### config.mk
export PLATFORM = sky130hd
export DESIGN_NAME = uart_pixel_deframer
export DESIGN_NICKNAME = d
export VERILOG_FILES = /design/src/rtl/uart_pixel_deframer_pkg.sv /design/src/rtl/uart_pixel_deframer_pix_fifo.sv /design/src/rtl/uart_pixel_deframer.sv
export SDC_FILE = /design/constraint.sdc
export NUM_CORES = 1
export LEC_CHECK = 0
export ABC_AREA = 0
export CORE_MARGIN = 2
export CORE_UTILIZATION = 34
export CTS_BUF_LIST = sky130_fd_sc_hd__clkbuf_2
export DETAILED_ROUTE_END_ITERATION = 8
export GPL_TIMING_DRIVEN = 0
export PLACE_DENSITY = 0.46
export SYNTH_ARGS = -nofsm -noshare
export SYNTH_HDL_FRONTEND = slang
export SYNTH_SLANG_ARGS = --single-unit
### constraint.sdc
create_clock -name clk -period 5.3 [get_ports clk]
set_input_delay 0.53 -clock clk [delete_from_list [all_inputs] [get_ports clk]]
set_output_delay 0.53 -clock clk [all_outputs]
set_load 0.02 [all_outputs]
### src/rtl/uart_pixel_deframer_pkg.sv
// Shared definitions for the UART pixel deframer: FSM states, FIFO entry layout and header checks.
package uart_pixel_deframer_pkg;

    typedef enum logic [2:0] {
        S_IDLE = 3'd0,
        S_WH   = 3'd1,
        S_WL   = 3'd2,
        S_HH   = 3'd3,
        S_HL   = 3'd4,
        S_PIX  = 3'd5
    } state_t;

    localparam logic [7:0] DEF_SYNC_BYTE = 8'hA5;

    // FIFO entry is {eof, eol, sof, data[7:0]}
    localparam int TAG_SOF = 8;
    localparam int TAG_EOL = 9;
    localparam int TAG_EOF = 10;
    localparam int ENTRY_W = 11;

    function automatic logic dim_ok(input logic [15:0] dim, input logic [15:0] max_dim);
        return (dim != 16'd0) && (dim <= max_dim);
    endfunction

endpackage

### src/rtl/uart_pixel_deframer_pix_fifo.sv
// Synchronous first-word-fall-through FIFO; full/empty derived from pointers carrying one extra wrap bit.
module uart_pixel_deframer_pix_fifo #(
    parameter int DEPTH = 16,
    parameter int WIDTH = 11
) (
    input  logic             clk,
    input  logic             rst_n,
    input  logic             push,
    input  logic [WIDTH-1:0] push_data,
    input  logic             pop,
    output logic [WIDTH-1:0] head,
    output logic             empty,
    output logic             full
);

    localparam int AW = $clog2(DEPTH);
    localparam logic [AW:0] PTR_ONE = {{AW{1'b0}}, 1'b1};

    logic [WIDTH-1:0] mem_r [DEPTH];
    logic [AW:0]      wr_ptr_r;
    logic [AW:0]      rd_ptr_r;
    logic             wr_en_s;
    logic             rd_en_s;

    assign empty   = (wr_ptr_r == rd_ptr_r);
    assign full    = (wr_ptr_r[AW] != rd_ptr_r[AW]) && (wr_ptr_r[AW-1:0] == rd_ptr_r[AW-1:0]);
    assign rd_en_s = pop && !empty;
    // A pop in the same cycle frees the slot, so a push into a full FIFO still lands
    assign wr_en_s = push && (!full || rd_en_s);
    assign head    = mem_r[rd_ptr_r[AW-1:0]];

    // Storage and pointer update
    always_ff @(posedge clk or negedge rst_n) begin
        if (!rst_n) begin
            wr_ptr_r <= '0;
            rd_ptr_r <= '0;
            for (int i = 0; i < DEPTH; i++) begin
                mem_r[i] <= '0;
            end
        end else begin
            if (wr_en_s) begin
                mem_r[wr_ptr_r[AW-1:0]] <= push_data;
                wr_ptr_r                <= wr_ptr_r + PTR_ONE;
            end
            if (rd_en_s) begin
                rd_ptr_r <= rd_ptr_r + PTR_ONE;
            end
        end
    end

endmodule

### src/rtl/uart_pixel_deframer.sv
// Parses SYNC/width/height headers from UART bytes and queues tagged raster pixels for the encoder.
module uart_pixel_deframer
    import uart_pixel_deframer_pkg::*;
#(
    parameter logic [7:0] SYNC_BYTE  = DEF_SYNC_BYTE,
    parameter int         FIFO_DEPTH = 16,
    parameter int         MAX_DIM    = 4096
) (
    input  logic        clk,
    input  logic        rst_n,
    input  logic [7:0]  rx_data,
    input  logic        rx_valid,
    output logic [7:0]  pix_data,
    output logic        pix_valid,
    input  logic        pix_ready,
    output logic        pix_sof,
    output logic        pix_eol,
    output logic        pix_eof,
    output logic [15:0] img_width,
    output logic [15:0] img_height,
    output logic        busy,
    output logic        hdr_err,
    output logic        ovf_err
);

    localparam logic [15:0] MAX_DIM_W = MAX_DIM[15:0];

    state_t              state_r;
    logic                busy_r;
    logic                hdr_err_r;
    logic                ovf_err_r;
    logic [15:0]         w_hdr_r;
    logic [7:0]          h_hi_r;
    logic [15:0]         img_width_r;
    logic [15:0]         img_height_r;
    logic [15:0]         col_r;
    logic [15:0]         row_r;

    logic                push_s;
    logic                pop_s;
    logic                drop_s;
    logic                sof_s;
    logic                eol_s;
    logic                eof_s;
    logic [15:0]         h_full_s;
    logic [ENTRY_W-1:0]  entry_s;
    logic [ENTRY_W-1:0]  head_s;
    logic                empty_s;
    logic                full_s;

    assign h_full_s = {h_hi_r, rx_data};
    assign push_s   = rx_valid && (state_r == S_PIX);
    assign sof_s    = (col_r == 16'd0) && (row_r == 16'd0);
    assign eol_s    = (col_r == img_width_r - 16'd1);
    assign eof_s    = eol_s && (row_r == img_height_r - 16'd1);
    assign entry_s  = {eof_s, eol_s, sof_s, rx_data};
    assign pop_s    = pix_ready && !empty_s;
    assign drop_s   = push_s && full_s && !pop_s;

    uart_pixel_deframer_pix_fifo #(
        .DEPTH (FIFO_DEPTH),
        .WIDTH (ENTRY_W)
    ) u_fifo (
        .clk       (clk),
        .rst_n     (rst_n),
        .push      (push_s),
        .push_data (entry_s),
        .pop       (pop_s),
        .head      (head_s),
        .empty     (empty_s),
        .full      (full_s)
    );

    // Header parser, raster counters and sticky error flags
    always_ff @(posedge clk or negedge rst_n) begin
        if (!rst_n) begin
            state_r      <= S_IDLE;
            busy_r       <= 1'b0;
            hdr_err_r    <= 1'b0;
            ovf_err_r    <= 1'b0;
            w_hdr_r      <= 16'd0;
            h_hi_r       <= 8'd0;
            img_width_r  <= 16'd0;
            img_height_r <= 16'd0;
            col_r        <= 16'd0;
            row_r        <= 16'd0;
        end else if (rx_valid) begin
            case (state_r)
                S_IDLE: begin
                    if (rx_data == SYNC_BYTE) begin
                        state_r <= S_WH;
                        busy_r  <= 1'b1;
                    end
                end
                S_WH: begin
                    w_hdr_r[15:8] <= rx_data;
                    state_r       <= S_WL;
                end
                S_WL: begin
                    w_hdr_r[7:0] <= rx_data;
                    state_r      <= S_HH;
                end
                S_HH: begin
                    h_hi_r  <= rx_data;
                    state_r <= S_HL;
                end
                S_HL: begin
                    if (dim_ok(w_hdr_r, MAX_DIM_W) && dim_ok(h_full_s, MAX_DIM_W)) begin
                        img_width_r  <= w_hdr_r;
                        img_height_r <= h_full_s;
                        hdr_err_r    <= 1'b0;
                        ovf_err_r    <= 1'b0;
                        col_r        <= 16'd0;
                        row_r        <= 16'd0;
                        state_r      <= S_PIX;
                    end else begin
                        hdr_err_r <= 1'b1;
                        busy_r    <= 1'b0;
                        state_r   <= S_IDLE;
                    end
                end
                S_PIX: begin
                    // Counters advance even on a dropped byte so row/frame framing survives overflow
                    if (drop_s) begin
                        ovf_err_r <= 1'b1;
                    end
                    if (eol_s) begin
                        col_r <= 16'd0;
                        row_r <= row_r + 16'd1;
                    end else begin
                        col_r <= col_r + 16'd1;
                    end
                    if (eof_s) begin
                        state_r <= S_IDLE;
                        busy_r  <= 1'b0;
                    end
                end
                default: begin
                    state_r <= S_IDLE;
                    busy_r  <= 1'b0;
                end
            endcase
        end
    end

    assign pix_valid  = !empty_s;
    assign pix_data   = head_s[7:0];
    assign pix_sof    = !empty_s && head_s[TAG_SOF];
    assign pix_eol    = !empty_s && head_s[TAG_EOL];
    assign pix_eof    = !empty_s && head_s[TAG_EOF];
    assign img_width  = img_width_r;
    assign img_height = img_height_r;
    assign busy       = busy_r;
    assign hdr_err    = hdr_err_r;
    assign ovf_err    = ovf_err_r;

endmodule

==> flow_metrics.tcl <==
set metrics [dict create \
    drt_iter0_markers 472 \
    power_density_nw_per_um2 405 \
    max_slew_margin_pct 38.1 \
    postPlaceCellArea_sq_um 15500 \
    drive_gt1_share_pct 30.3 \
    placementRows 74 \
    die_w_microns 208 \
    clock.fmax_mhz 209 \
    pre_cts_ws_ns 0.953 \
    ys_top_cells_by_count "dfrtp_1 (280), mux2_2 (185), nand2_1 (115)" \
    setup_viol 0 \
    hold_viol_final 0 \
    hold_slack_ns 0.156 \
    root_buffer "clkbuf_2" \
    synth-edff-count 0 \
    track_usage_pct 18.7 \
    skew_ns 0.0900 \
    syn_nets 1194 \
    crit_path_max_incr_delay_ns 0.71 \
    stdcell_area_sq_um 16200 \
    dp.final_hpwl_mm 27.7 \
    slowest_stage "clkbuf_1" \
    vias 9817 \
    grt_pass1_vias 10100 \
    ys_types 75 \
    yosys_warnings 0 \
    synth-seq-cells 280 \
    nFillCells 4122 \
    synth_ff_type "dfrtp_1" \
    ios 59 \
    clkTransAtPathRegs_ns 0.10 \
    worst_slew_pin_slew_ns 0.929 \
    period_minus_slack_ns 4.78 \
    netlist_top_cells_area "dfrtp_1 (50%), mux2_2 (15%), mux4_2 (8.8%), nand2_1 (3.1%), xnor2_1 (2.9%)" \
    outcome "complete, no violations" \
    end_kind "output pin" \
    setup_slack_ns 0.524 \
    portBuffers 58 \
    fp.dieH_microns 208 \
    worstPathCellList "clkbuf_1 > clkbuf_1 > mux4_2 > mux4_2 > and2_1 > clkdlybuf4s50_1" \
    required_ns 4.77 \
    hold_class "input pin to asynchronous set/reset pin" \
    min_period_over_period_pct 90.1 \
    synth_cells 1171 \
    initial_core_util_pct 34.6 \
    ant_nets 0 \
    place.gp.congestion 0.817 \
    rsz0062_at_grt "no" \
    cp.arrival_ns 4.25 \
    crit_path_max_fanout 10 \
    dieArea_sq_um 43200 \
    first_pass_iters 6 \
    finalWirelength_mm 39.9 \
    tritoncts "yes" \
    wl_per_cell_microns 20.9 \
    synthMostInstantiatedCell "dfrtp_1" \
    postCtsSetupBuffers 0 \
    insertion_delay_ns 0.93 \
    cts_max_level 3 \
    grt_pass1_wl_mm 61.7 \
    p_leak_uw 0.00751 \
    irDropWorstVdd_mv 0.224 \
    syn2layout_area_growth_pct 14.5 \
    cts_sinks 280 \
    fin_util_pct 39.6 \
    avgSynthCellArea_sq_um 12.1 \
    synth_area_sq_um 14100 \
    yosys.area.top_type "dfrtp_1" \
    layout.nets 1337 \
    async_reset_ff_share_pct 100 \
    synth.top_cell.area_share_pct 49.5 \
    core_area_sq_um 40900 \
    drv_cap 0 \
    start_kind "register" \
    critPathKind "register to output pin" \
    ys_seq_area_share_pct 49.5 \
    cts_buffers 80 \
    antenna_found_initial 1 \
    grt-ovfl-total 0 \
    slew_violations 0 \
    cts.path.max_buffers 3 \
    drc_errors 0 \
    via_per_inst 5.15 \
    grt_max_degree 113 \
]
per-stage QoR:
| stage | total power [uW] | std cells | TNS [ns] |
|---|---|---|---|
| 4_1_cts | 6670 | 1906 | 0 |
| 3_5_place_dp | 5010 | 1764 | 0 |
| 2_1_floorplan | 4300 | 1171 | 0 |
| 3_3_place_gp | 4980 | 1761 | -2563.50 |
| 6_report | 6560 | 1907 | 0 |
| 5_1_grt | 7010 | 1907 | 0 |
metal layers:
metal,part of all wire (%),global-route usage (%)
met1,45,25.1
met2,48,30.5
met3,4.0,3.79
met4,2.2,6.04
met5,0,0
critical path: cells and delay by family, from the launching register on:
| family | cells | cell delay (ns) |
|---|---|---|
| AND/OR/NAND/NOR | 1 | 0.17 |
| buffers and inverters | 3 | 1.80 |
| flip-flops | 1 | 0.41 |
| multiplexers | 2 | 0.95 |
sequential cells by signal, indices dropped and copies added, names as in the netlist, 3 cells and up:
register and cells:
row_r 16, img_width 16, col_r 16, state_r 3, h_hi_r 8, u_fifo.rd_ptr_r 5
u_fifo.mem_r 176, img_height 16, w_hdr_r 16, u_fifo.wr_ptr_r 5
repair_timing:
item | in CTS | in global routing
resized for setup | 0 | 0
endpoints found under the setup margin | 8 | 0
hold endpoints to repair | 61 | 0
hold buffers | 1 | 0
worst paths after layout:
check | from | endpoint | slack [ns] | cells after the start
setup / recovery | u_fifo.rd_ptr_r[1] | pix_eol | 0.52 | 6
hold / removal | rst_n | row_r[10] | 0.16 | 2
hold reg to reg | u_fifo.mem_r[98] | u_fifo.mem_r[98] | 0.48 | 2
setup reg to reg | img_width[0] | u_fifo.mem_r[43] | 1.44 | 12
max in group asynchronous | rst_n | u_fifo.mem_r[31] | 4.11 | 3
min in group clk | pix_ready | u_fifo.rd_ptr_r[2] | 0.36 | 3
layout by cell type (no fill, tap or decap), drive strengths merged, types with 14 or more instances in the layout:
cell type and count:
mux4 55, nor2 57, buf 42, mux2 186, xor2 18, nand2 115
and3 14, nor4 22, xnor2 48, nand3 37, dfrtp 280, clkbuf 174
nand4 14, o21ai 35, nor3 20, inv 28, clkdlybuf4s50 57, and2 19
layout make-up:
class                      count  area [sq um]  share of cell area, %
sequential                   280          7010                   43.3
multi-input combinational    780          6700                   41.3
tap                          532           666                   4.11
timing repair buffer          62           658                   4.06
clock buffer                 128           641                   3.96
buffer                        84           350                   2.16
inverter                      26          97.6                  0.603
clock inverter                14          78.8                  0.487
antenna                        1          2.50                 0.0154
kinds of logic after synthesis:
family | after synthesis | share of synthesized area (%)
multiplexers | 252 | 24.4
AND/OR/NAND/NOR | 352 | 13.1
XOR/XNOR | 66 | 4.14
flip-flops | 280 | 49.5
AO/OA/AOI/OAI | 99 | 4.69
adder cells (fa/ha/maj) | 11 | 0.973
buffers and inverters | 111 | 3.19
where the power goes:
part           internal [uW]  switching [uW]
Clock                    675             949
Combinational            995            1080
Sequential              2560             311
Power figures use the tool's default switching activity.
